## config.mk

```make
export PLATFORM = sky130hd
export DESIGN_NAME = muldiv_65ce02_flat
export DESIGN_NICKNAME = d
export VERILOG_FILES = /design/src/rtl/muldiv_pkg.sv /design/src/rtl/muldiv_65ce02_if.sv /design/src/rtl/muldiv_step.sv /design/src/rtl/muldiv_65ce02.sv /design/src/flat_wrapper.sv
export SDC_FILE = /design/constraint.sdc
export NUM_CORES = 1
export LEC_CHECK = 0
export CAP_MARGIN = 20
export CORE_ASPECT_RATIO = 0.75
export CORE_MARGIN = 2
export CORE_UTILIZATION = 50
export CTS_CLUSTER_SIZE = 24
export DETAILED_ROUTE_END_ITERATION = 10
export PLACE_DENSITY = 0.71
export SLEW_MARGIN = 20
export SYNTH_ARGS = -nofsm -noshare
export SYNTH_HDL_FRONTEND = slang
export SYNTH_SLANG_ARGS = --single-unit
export TNS_END_PERCENT = 20
```

## constraint.sdc

```tcl
create_clock -name clk -period 2.3 [get_ports clk]
set_input_delay 0.23 -clock clk [delete_from_list [all_inputs] [get_ports clk]]
set_output_delay 0.23 -clock clk [all_outputs]
set_load 0.1 [all_outputs]
```

## src/rtl/muldiv_pkg.sv

```systemverilog
// muldiv_pkg: shared widths, register map, control/status bit positions,
// FSM encoding and bus request payload for muldiv_65ce02.
package muldiv_pkg;

  localparam int unsigned DATA_W = 8;
  localparam int unsigned RES_W  = 16;
  localparam int unsigned CNT_W  = 4;
  localparam int unsigned ADDR_W = 2;

  // Write map
  localparam logic [ADDR_W-1:0] ADDR_A_LO = ADDR_W'(0);
  localparam logic [ADDR_W-1:0] ADDR_A_HI = ADDR_W'(1);
  localparam logic [ADDR_W-1:0] ADDR_B    = ADDR_W'(2);
  localparam logic [ADDR_W-1:0] ADDR_CTRL = ADDR_W'(3);

  // Read map
  localparam logic [ADDR_W-1:0] ADDR_RES_LO = ADDR_W'(0);
  localparam logic [ADDR_W-1:0] ADDR_RES_HI = ADDR_W'(1);
  localparam logic [ADDR_W-1:0] ADDR_REM    = ADDR_W'(2);
  localparam logic [ADDR_W-1:0] ADDR_STATUS = ADDR_W'(3);

  // Control register bits
  localparam int unsigned CTRL_MUL_BIT = 0;
  localparam int unsigned CTRL_DIV_BIT = 1;

  // Status register bits
  localparam int unsigned STAT_DONE_BIT = 0;
  localparam int unsigned STAT_DZ_BIT   = 6;
  localparam int unsigned STAT_BUSY_BIT = 7;

  // Final step index of each operation
  localparam logic [CNT_W-1:0] MUL_LAST = CNT_W'(7);
  localparam logic [CNT_W-1:0] DIV_LAST = CNT_W'(15);

  typedef enum logic [1:0] {
    ST_IDLE = 2'd0,
    ST_MUL  = 2'd1,
    ST_DIV  = 2'd2
  } state_e;

  typedef struct packed {
    logic              cs;
    logic              we;
    logic [ADDR_W-1:0] ab;
    logic [DATA_W-1:0] di;
  } bus_req_t;

endpackage

```

## src/rtl/muldiv_65ce02_if.sv

```systemverilog
// muldiv_65ce02_if: register access bus of the multiply/divide unit.
interface muldiv_65ce02_if;
  import muldiv_pkg::*;

  logic              CS;
  logic              WE;
  logic [ADDR_W-1:0] AB;
  logic [DATA_W-1:0] DI;
  logic [DATA_W-1:0] DO;
  logic              BUSY;

  modport master (output CS, WE, AB, DI, input DO, BUSY);
  modport slave  (input CS, WE, AB, DI, output DO, BUSY);

endinterface

```

## src/rtl/muldiv_step.sv

```systemverilog
// muldiv_step: one combinational iteration of shift-add multiply and,
// when MULDIV_DIV_EN is defined, one restoring-division trial subtract.
module muldiv_step
  import muldiv_pkg::*;
(
  input  logic [RES_W-1:0]  acc,
  input  logic [DATA_W-1:0] opnd,
`ifdef MULDIV_DIV_EN
  input  logic [DATA_W-1:0] rem,
  output logic [RES_W-1:0]  div_quo_c,
  output logic [DATA_W-1:0] div_rem_c,
`endif
  output logic [RES_W-1:0]  mul_acc_c
);

  logic [DATA_W:0] mul_sum;

  // Multiply: add operand into the upper half when the current multiplier
  // bit is set, then shift the whole accumulator right by one.
  always_comb begin
    mul_sum   = {1'b0, acc[RES_W-1:DATA_W]} + (acc[0] ? {1'b0, opnd} : '0);
    mul_acc_c = {mul_sum, acc[DATA_W-1:1]};
  end

`ifdef MULDIV_DIV_EN
  logic [DATA_W:0]   trial;
  logic [DATA_W-1:0] diff;

  // Divide: shift the next dividend bit into the partial remainder and keep
  // the difference only when it does not go negative. The difference always
  // fits in 8 bits because the remainder stays below the divisor.
  always_comb begin
    trial = {rem, acc[RES_W-1]};
    diff  = trial[DATA_W-1:0] - opnd;
    if (trial >= {1'b0, opnd}) begin
      div_rem_c = diff;
      div_quo_c = {acc[RES_W-2:0], 1'b1};
    end else begin
      div_rem_c = trial[DATA_W-1:0];
      div_quo_c = {acc[RES_W-2:0], 1'b0};
    end
  end
`endif

endmodule

```

## src/rtl/muldiv_65ce02.sv

```systemverilog
// muldiv_65ce02: register-mapped 8x8 multiplier with optional 16/8 divider.
// Optional divider, remainder and divide-by-zero flag: define MULDIV_DIV_EN.
module muldiv_65ce02
  import muldiv_pkg::*;
(
  input  logic           clk,
  input  logic           reset,
  input  logic           RDY,
  muldiv_65ce02_if.slave bus
);

  bus_req_t          req;
  logic              wr_en;
  logic              rd_en;
  logic [DATA_W-1:0] rd_data;
  logic [DATA_W-1:0] status;
  logic [RES_W-1:0]  mul_acc;

  state_e            state_q, state_d;
  logic [CNT_W-1:0]  cnt_q, cnt_d;
  logic [DATA_W-1:0] a_lo_q, a_lo_d;
  logic [DATA_W-1:0] b_q, b_d;
  logic [RES_W-1:0]  res_q, res_d;
  logic [DATA_W-1:0] do_q, do_d;
  logic              done_q, done_d;
  logic              busy_q, busy_d;

`ifdef MULDIV_DIV_EN
  logic [DATA_W-1:0] a_hi_q, a_hi_d;
  logic [DATA_W-1:0] rem_q, rem_d;
  logic              dz_q, dz_d;
  logic [RES_W-1:0]  div_quo;
  logic [DATA_W-1:0] div_rem;
`endif

  assign req   = '{cs: bus.CS, we: bus.WE, ab: bus.AB, di: bus.DI};
  assign wr_en = req.cs & req.we;
  assign rd_en = req.cs & ~req.we;

  assign bus.DO   = do_q;
  assign bus.BUSY = busy_q;

  muldiv_step u_step (
    .acc       (res_q),
    .opnd      (b_q),
`ifdef MULDIV_DIV_EN
    .rem       (rem_q),
    .div_quo_c (div_quo),
    .div_rem_c (div_rem),
`endif
    .mul_acc_c (mul_acc)
  );

  // Read data mux over the live result/remainder/status registers.
  always_comb begin
    status                = '0;
    status[STAT_BUSY_BIT] = busy_q;
    status[STAT_DONE_BIT] = done_q;
`ifdef MULDIV_DIV_EN
    status[STAT_DZ_BIT]   = dz_q;
`endif
    case (req.ab)
      ADDR_RES_LO: rd_data = res_q[DATA_W-1:0];
      ADDR_RES_HI: rd_data = res_q[RES_W-1:DATA_W];
`ifdef MULDIV_DIV_EN
      ADDR_REM:    rd_data = rem_q;
`else
      ADDR_REM:    rd_data = '0;
`endif
      default:     rd_data = status;
    endcase
  end

  // Next-state, datapath and read-port update.
  always_comb begin
    state_d = state_q;
    cnt_d   = cnt_q;
    a_lo_d  = a_lo_q;
    b_d     = b_q;
    res_d   = res_q;
    done_d  = done_q;
    do_d    = do_q;
`ifdef MULDIV_DIV_EN
    a_hi_d  = a_hi_q;
    rem_d   = rem_q;
    dz_d    = dz_q;
`endif

    if (rd_en) begin
      do_d = rd_data;
    end

    case (state_q)
      ST_IDLE: begin
        cnt_d = '0;
        if (wr_en) begin
          case (req.ab)
            ADDR_A_LO: a_lo_d = req.di;
            ADDR_A_HI: begin
`ifdef MULDIV_DIV_EN
              a_hi_d = req.di;
`endif
            end
            ADDR_B:    b_d = req.di;
            default: begin
              if (req.di[CTRL_MUL_BIT]) begin
                state_d = ST_MUL;
                res_d   = {DATA_W'(0), a_lo_q};
                done_d  = 1'b0;
`ifdef MULDIV_DIV_EN
                dz_d    = 1'b0;
`endif
              end
`ifdef MULDIV_DIV_EN
              else if (req.di[CTRL_DIV_BIT]) begin
                state_d = ST_DIV;
                res_d   = {a_hi_q, a_lo_q};
                rem_d   = '0;
                done_d  = 1'b0;
                dz_d    = 1'b0;
              end
`endif
            end
          endcase
        end
      end

      ST_MUL: begin
        res_d = mul_acc;
        cnt_d = cnt_q + CNT_W'(1);
        if (cnt_q == MUL_LAST) begin
          state_d = ST_IDLE;
          cnt_d   = '0;
          done_d  = 1'b1;
        end
      end

`ifdef MULDIV_DIV_EN
      ST_DIV: begin
        if (b_q == '0) begin
          state_d = ST_IDLE;
          cnt_d   = '0;
          res_d   = '1;
          rem_d   = a_lo_q;
          dz_d    = 1'b1;
          done_d  = 1'b1;
        end else begin
          res_d = div_quo;
          rem_d = div_rem;
          cnt_d = cnt_q + CNT_W'(1);
          if (cnt_q == DIV_LAST) begin
            state_d = ST_IDLE;
            cnt_d   = '0;
            done_d  = 1'b1;
          end
        end
      end
`endif

      default: begin
        state_d = ST_IDLE;
        cnt_d   = '0;
      end
    endcase

    busy_d = (state_d != ST_IDLE);
  end

  // State and register update; reset wins over the RDY stall.
  always_ff @(posedge clk) begin
    if (reset) begin
      state_q <= ST_IDLE;
      cnt_q   <= '0;
      a_lo_q  <= '0;
      b_q     <= '0;
      res_q   <= '0;
      done_q  <= 1'b0;
      do_q    <= '0;
      busy_q  <= 1'b0;
`ifdef MULDIV_DIV_EN
      a_hi_q  <= '0;
      rem_q   <= '0;
      dz_q    <= 1'b0;
`endif
    end else if (RDY) begin
      state_q <= state_d;
      cnt_q   <= cnt_d;
      a_lo_q  <= a_lo_d;
      b_q     <= b_d;
      res_q   <= res_d;
      done_q  <= done_d;
      do_q    <= do_d;
      busy_q  <= busy_d;
`ifdef MULDIV_DIV_EN
      a_hi_q  <= a_hi_d;
      rem_q   <= rem_d;
      dz_q    <= dz_d;
`endif
    end
  end

endmodule

```

## src/flat_wrapper.sv

```systemverilog
// flat-port wrapper written by rule: the top's interface ports become plain ports
module muldiv_65ce02_flat import muldiv_pkg::*;
  (clk, reset, RDY, bus_CS, bus_WE, bus_AB, bus_DI, bus_DO, bus_BUSY);
  muldiv_65ce02_if bus_i ();
  input  logic clk;
  input  logic reset;
  input  logic RDY;
  input wire logic [$bits(bus_i.CS)-1:0] bus_CS;
  input wire logic [$bits(bus_i.WE)-1:0] bus_WE;
  input wire logic [$bits(bus_i.AB)-1:0] bus_AB;
  input wire logic [$bits(bus_i.DI)-1:0] bus_DI;
  output wire logic [$bits(bus_i.DO)-1:0] bus_DO;
  output wire logic [$bits(bus_i.BUSY)-1:0] bus_BUSY;
  assign bus_i.CS = bus_CS;
  assign bus_i.WE = bus_WE;
  assign bus_i.AB = bus_AB;
  assign bus_i.DI = bus_DI;
  assign bus_DO = bus_i.DO;
  assign bus_BUSY = bus_i.BUSY;
  muldiv_65ce02 u_core (.clk(clk), .reset(reset), .RDY(RDY), .bus(bus_i));
endmodule
```

==> results of run 1 <==
-- power by group --
part	internal, W	total, W	switching (W)
Sequential	0.000848	0.000863	0.0000157
Clock	0.000212	0.000501	0.000288
Combinational	0.0000673	0.000176	0.000109
-- cells in the mapped netlist (2+ instances only) --
library cell	number	share of area
dfxtp_1	48	0.40
nor2_1	32	0.050
nand2_1	31	0.048
mux2i_1	24	0.099
a21oi_1	20	0.041
nor3_1	12	0.025
o21ai_0	11	0.023
a311oi_1	10	0.036
and2_1	9	0.023
ha_1	9	0.046
clkbuf_1	7	0.011
nand3_1	6	0.012
inv_1	5	0.0077
and3_1	3	0.0077
buf_2	3	0.0062
nand3b_1	3	0.0093
nor4_1	3	0.0077
or3_1	3	0.0077
a211oi_1	2	0.0062
a22oi_1	2	0.0062
buf_6	2	0.0093
nand4_1	2	0.0052
o211ai_1	2	0.0062
o21bai_1	2	0.0062
xor2_1	2	0.0072
-- per-stage QoR --
step                cell area [um^2]  utilization  worst slack (ps)
floorplan                       2426            -             235.4
finish                          2780       0.6081             113.4
global route                    2780       0.6081             9.290
detailed placement              2689       0.5881             130.1
global placement                2689       0.5881             200.3
CTS                             2776       0.6073             108.4
-- registers in the layout, summed over array words and instances, names as in the netlist --
name,flops
u_core.res_q,16
u_core.a_lo_q,8
u_core.b_q,8
u_core.bus.DO,8
u_core.cnt_q,4
u_core.state_q,2
u_core.bus.BUSY,1
u_core.done_q,1
-- what timing repair did --
item	in CTS	in global routing
gates resized for setup	0	1
buffers inserted	0	0
endpoints found under the setup margin	0	1
hold endpoints to repair	0	0
-- tightest hold or removal path, stage by stage, from the launching register on --
cell and delay, ps:
dfxtp_1 330, nand2_1 60, a21oi_1 50
-- per-layer routing --
metal,global-route usage,up-vias,part of all wire
li1,-,1052,-
met1,0.3272,953,0.55
met2,0.3065,50,0.39
met3,0.04134,9,0.050
met4,0.06548,0,0.012
met5,0,-,0
-- cells by family after synthesis --
logic type / count (synthesis)
AND/OR/NAND/NOR: 114
AO/OA/AOI/OAI: 60
flip-flops: 48
multiplexers: 24
buffers and inverters: 19
adder cells (fa/ha/maj): 10
XOR/XNOR: 2
-- final timing paths --
path / slack, ps / end / startpoint
max: 110 / u_core.res_q[13]$_SDFFE_PP0P_ / u_core.res_q[0]$_SDFFE_PP0P_
min: 480 / u_core.cnt_q[2]$_SDFFE_PP0P_ / u_core.cnt_q[2]$_SDFFE_PP0P_
max reg2reg: 110 / u_core.res_q[13]$_SDFFE_PP0P_ / u_core.res_q[0]$_SDFFE_PP0P_
min reg2reg: 480 / u_core.cnt_q[2]$_SDFFE_PP0P_ / u_core.cnt_q[2]$_SDFFE_PP0P_
-- layout make-up --
type / instances / area, um^2
fill: 436 / 1792
multi-input combinational: 210 / 1374
sequential: 48 / 960.9
timing repair buffer: 31 / 267.8
tap: 57 / 71.32
clock buffer: 5 / 68.82
clock inverter: 3 / 18.77
inverter: 5 / 18.77
==> run_results.csv, run 1 <==
group,metric,value,unit
run_status,status,"finished, final reports clean",
worst_hold_path,min_path_cells,2,
setup_path,cp.depth,7,
grt,grt_pass1_vias,1878,
placed_design,gp_congestion,0.8829,
sta,slew_viol_final,0,
setup_path,path_class,"flop to flop",
floorplanning,fp.coreArea,4572,um^2
detailed_routing,drt_iter0_drc,150,
floorplanning,die_area,5431,um^2
power_and_ir_drop,finalPower,0.001540,W
detailed_routing,drc_errors,0,
setup_path,cpLargestDelayFamily,"adder cells",
power_and_ir_drop,power_density,554.0,nW/um^2
synthesis,syn-num-nets,302,
synthesis,yosys.area_share.adder,0.05467,
sta,min_period,2187,ps
synthesis,netlist_instances,277,
clock_tree,clockRootBuffer,"clkbuf_8",
synthesis,ys_ff_latch,48,
setup_path,rr_worst_depth,7,
power_and_ir_drop,peakVddDrop,0.3226,mV
cells_and_area,final_common_cell,"dfxtp_1",
synthesis,yosysSeqAreaShare,0.3961,
setup_path,critPathBufInv,0,
detailed_routing,drt-wirelength-per-cell,15.29,um
grt,antenna_found_initial,0,
cells_and_area,diodes,0,
synthesis,yosys.area_share.simple,0.2372,
setup_path,crit_path_cell_trace,"and2_1 -> ha_1 -> fa_1 -> a21oi_2 -> o211ai_1 -> or3_1 -> a32o_1",
cells_and_area,layout_common_cells,"dfxtp_1, nor2_1, nand2_1, mux2i_1, a21oi_1",
power_and_ir_drop,leakage,1.124,nW
floorplanning,io_pins,24,
sta,setup_viol,0,
clock_tree,clock_path_buffers,2,
detailed_routing,first_pass_iters,4,
floorplanning,row_count,21,
grt,grtUsageTotal,0.2155,
sta,timing.hold.ws,483.6,ps
synthesis,syn_avg_cell_area,8.758,um^2
sta,fin_skew,3.864,ps
setup_path,cp_max_fo,4,
synthesis,synthArstFlopShare,0,
worst_hold_path,hold_class,"flop to flop",
cells_and_area,area_growth,14.60,%
cells_and_area,stdcell_count,359,
synthesis,synth_xor_area_frac,0.007220,
floorplanning,die_x,84.44,um
sta,rsz0062_at_grt,"no",
clock_tree,clk_latency,300,ps
sta,hold_viol,0,
detailed_routing,via_per_inst,5.749,
floorplanning,initial_core_util,0.5307,
clock_tree,cts.sinks,48,
synthesis,yosysWarnings,0,
cells_and_area,nets,326,
detailed_routing,wirelength,5.490,mm
grt,grt_pass1_wl,9.211,mm
floorplanning,die_h,64.33,um
synthesis,yosys_most_used_dff,"dfxtp_1",
placed_design,dpl.cell_count,351,
setup_path,worstPathRequired,2510,ps
grt,grt_max_degree,38,
setup_path,end_kind,"flop",
synthesis,synth_top_family_by_area,"simple AND/OR/NAND/NOR gates",
clock_tree,tritoncts,"yes",
setup_path,crit_slowest_cell,"fa_1",
grt,grt_overflow,0,
placed_design,hpwl,4.098,mm
sta,setup_tns,0,ps
detailed_routing,vias,2064,
sta,worstMarginPinSlew,531.8,ps
clock_tree,clkSlewWorstSetupHoldPaths,90,ps
sta,period_share,0.9507,
synthesis,synth_cell_types,49,
run,cap_violations,0,
placed_design,io_buffers,23,
setup_path,startpoint_type,"flop",
setup_path,slowest_delay,430,ps
detailed_routing,ant_nets,0,
synthesis,synth_compound_area_frac,0.1666,
synthesis,synth_area,2426,um^2
sta,max_freq,0.4573,GHz
synthesis,synth_mux_area_frac,0.09902,
sta,slew_headroom,0.6455,
clock_tree,cts_max_level,2,
clock_tree,cts_inserted_buffers,5,
synthesis,synth_edf_count,0,
setup_path,critical_path_arrival,2390,ps
clock_tree,hold_buffers,0,
cells_and_area,drive_above_1_share,0.1126,
Note: power is estimated with default switching activity, not from simulation.
==> run 2, diff against run 1 <==
--- a/config.mk
+++ b/config.mk
@@ -11,9 +11,11 @@
 export CORE_UTILIZATION = 50
 export CTS_CLUSTER_SIZE = 24
 export DETAILED_ROUTE_END_ITERATION = 10
+export MAX_ROUTING_LAYER = met4
 export PLACE_DENSITY = 0.71
-export SLEW_MARGIN = 20
+export SLEW_MARGIN = 5
 export SYNTH_ARGS = -nofsm -noshare
 export SYNTH_HDL_FRONTEND = slang
+export SYNTH_HIERARCHICAL = 1
 export SYNTH_SLANG_ARGS = --single-unit
 export TNS_END_PERCENT = 20
==> run 2 against run 1 <==
Clock power rose by 23%. Global-route usage up 0.66 points. Synthesized cell count increased by 4.7%. Power rose by 3.8%. Via count grew 0.63%. Final cell count grew 5.0%.
==> run_results.csv, run 2 <==
group,metric,value,unit
run_status,status,"finished, final reports clean",
setup_path,critical_path_arrival,2240,ps
power_and_ir_drop,p_clk_frac,0.387,
cells_and_area,nets,329,
synthesis,synthArstFlopShare,0,
cells_and_area,max_flop_register,"u_core/res_q",
synthesis,ys_top_cells_by_count,"nand2_1, dfxtp_1, mux2i_1",
worst_hold_path,min_path_cells,2,
synthesis,yosys_most_used_dff,"dfxtp_1",
sta,hold_viol,0,
synthesis,synth_edf_count,0,
synthesis,synth_area,2645,um^2
clock_tree,clk_latency,300,ps
sta,fin_skew,5.334,ps
sta,setup_viol,0,
grt,grt_max_degree,24,
floorplanning,initial_core_util,0.5309,
sta,slew_viol_final,0,
sta,min_period,2008,ps
power_and_ir_drop,power_density,541.0,nW/um^2
sta,rsz0062_at_grt,"no",
power_and_ir_drop,leakage,1.160,nW
floorplanning,fp.coreArea,4982,um^2
floorplanning,die_h,66.99,um
setup_path,path_class,"flop to flop",
setup_path,worstPathRequired,2530,ps
synthesis,yosysSeqAreaShare,0.3633,
detailed_routing,drc_errors,0,
synthesis,synth_top_area_share,0.3633,
detailed_routing,vias,2077,
detailed_routing,first_pass_iters,4,
setup_path,end_kind,"flop",
power_and_ir_drop,p_sw,0.0003828,W
clock_tree,hold_buffers,0,
power_and_ir_drop,p_int,0.001215,W
sta,timing.hold.ws,453.6,ps
cells_and_area,nFillCells,441,
placed_design,dpl.cell_count,369,
setup_path,r2r_setup_slack,290,ps
cells_and_area,diodes,0,
detailed_routing,wirelength,5.717,mm
run,cap_violations,0,
sta,setup_tns,0,ps
setup_path,startpoint_type,"flop",
clock_tree,clkSlewWorstSetupHoldPaths,90,ps
clock_tree,cts.sinks,48,
sta,worstMarginPinSlew,651.0,ps
synthesis,ys_ff_latch,48,
synthesis,syn_avg_cell_area,9.121,um^2
grt,grtUsageTotal,0.2221,
placed_design,io_buffers,23,
placed_design,gp_congestion,0.8829,
power_and_ir_drop,switching_share,0.2395,
detailed_routing,drt-wirelength-per-cell,15.16,um
grt,grt_overflow,0,
synthesis,yosysWarnings,6,
floorplanning,row_count,22,
placed_design,pre_cts_ws,311.7,ps
detailed_routing,drt_iter0_drc,154,
synthesis,synth.most_common_cell,"nand2_1",
sta,slew_headroom,0.5641,
placed_design,hpwl,4.199,mm
setup_path,cp_max_fo,10,
cells_and_area,layout_common_cells,"nand2_1, dfxtp_1, mux2i_1, buf_4",
clock_tree,postCtsResizedCells,0,
detailed_routing,ant_nets,0,
cells_and_area,drive_above_1_share,0.1049,
power_and_ir_drop,power_frac_comb,0.084,
floorplanning,die_x,87.99,um
synthesis,synthTopCellsByArea,"dfxtp_1, mux2i_1, nand2_1",
grt,grt_pass1_vias,1967,
power_and_ir_drop,finalPower,0.001598,W
clock_tree,tritoncts,"yes",
sta,worst_slack,291.8,ps
clock_tree,clockRootBuffer,"clkbuf_8",
synthesis,netlist_instances,290,
floorplanning,io_pins,24,
cells_and_area,final_common_cell,"nand2_1",
worst_hold_path,hold_class,"flop to flop",
clock_tree,cts_inserted_buffers,5,
grt,antenna_found_initial,0,
synthesis,syn-num-nets,315,
power_and_ir_drop,power_frac_seq,0.530,
sta,period_share,0.8731,
synthesis,synth_cell_types,49,
detailed_routing,via_per_inst,5.509,
grt,grt_pass1_wl,9.687,mm
floorplanning,die_area,5894,um^2
cells_and_area,largest_reg_flops,16,
synthesis,yosys.area.top_type,"dfxtp_1",
cells_and_area,stdcell_count,377,
clock_tree,clock_path_buffers,2,
setup_path,rr_worst_depth,8,
clock_tree,post-cts-setup-buffer-count,0,
clock_tree,cts_max_level,2,
cells_and_area,area_growth,11.68,%
sta,max_freq,0.4980,GHz
power_and_ir_drop,peakVddDrop,0.3525,mV
-- run 2: cell types whose count changed after synthesis, moves of 7 or more --
cell / before / now
nor3_1: 12 / 2
a311oi_1: 10 / 0
nand2_1: 31 / 54
a211oi_1: 2 / 16
o21ai_0: 11 / 4
buf_4: 0 / 9
mux2i_1: 24 / 41
nor2_1: 32 / 4
-- run 2: kinds of logic (layout without fill, tap and decap cells) --
family,count (synthesis),after routing,synth area share
compound gates,53,53,0.1405
xor+xnor,4,4,0.01325
fa+ha+maj,10,10,0.05014
buf+inv,31,46,0.07048
flops,48,48,0.3633
mux,41,41,0.1552
simple gates,103,103,0.2072
-- run 2: stage by stage --
stage / util / instance area, um^2
floorplan: - / 2645
global placement: 0.5706 / 2843
detailed placement: 0.5706 / 2843
CTS: 0.5929 / 2954
global route: 0.5929 / 2954
finish: 0.5929 / 2954
-- run 2: worst paths after layout --
path	end	startpoint
worst max register to register	u_core/res_q[14]$_SDFFE_PP0P_	u_core/res_q[0]$_SDFFE_PP0P_
worst max-delay path	u_core/res_q[14]$_SDFFE_PP0P_	u_core/res_q[0]$_SDFFE_PP0P_
worst min register to register	u_core/bus.DO[3]$_SDFFE_PP0P_	u_core/bus.DO[3]$_SDFFE_PP0P_
worst min-delay path	u_core/bus.DO[3]$_SDFFE_PP0P_	u_core/bus.DO[3]$_SDFFE_PP0P_
-- run 2: power groups by stage --
stage,Sequential [W],Combinational (W),Clock [W]
2_1_floorplan,0.000878,0.0000728,0
3_3_place_gp,0.000865,0.000131,0
3_5_place_dp,0.000866,0.000132,0
4_1_cts,0.000846,0.000133,0.000626
5_1_grt,0.000848,0.000142,0.000667
6_report,0.000846,0.000134,0.000618
-- run 2: worst max-delay path: stages, from the launching register on --
cell and delay [ps]:
dfxtp_1 470, and2_1 180, ha_1 290, a21o_1 220
a2111oi_0 400, mux2i_1 120, nand2_1 70, nand2_1 40
mux2i_1 150
-- run 2: layout make-up --
cell class,count,area [um^2],area share
well taps,72,90.09,0.03050
flip-flops and latches,48,960.9,0.3253
clock inverters,3,42.54,0.01440
inverters,7,26.28,0.008895
multi-input cells,211,1498,0.5070
clock buffers,5,68.82,0.02330
repair buffers,31,267.8,0.09064
-- run 2: layer usage --
metal | track usage | routed length [um] | vias up
met1 | 0.3162 | 2989 | 971
met5 | - | 0 | -
met4 | 0.03846 | 16 | 0
met2 | 0.3258 | 2441 | 42
li1 | - | - | 1062
met3 | 0.05081 | 269 | 2
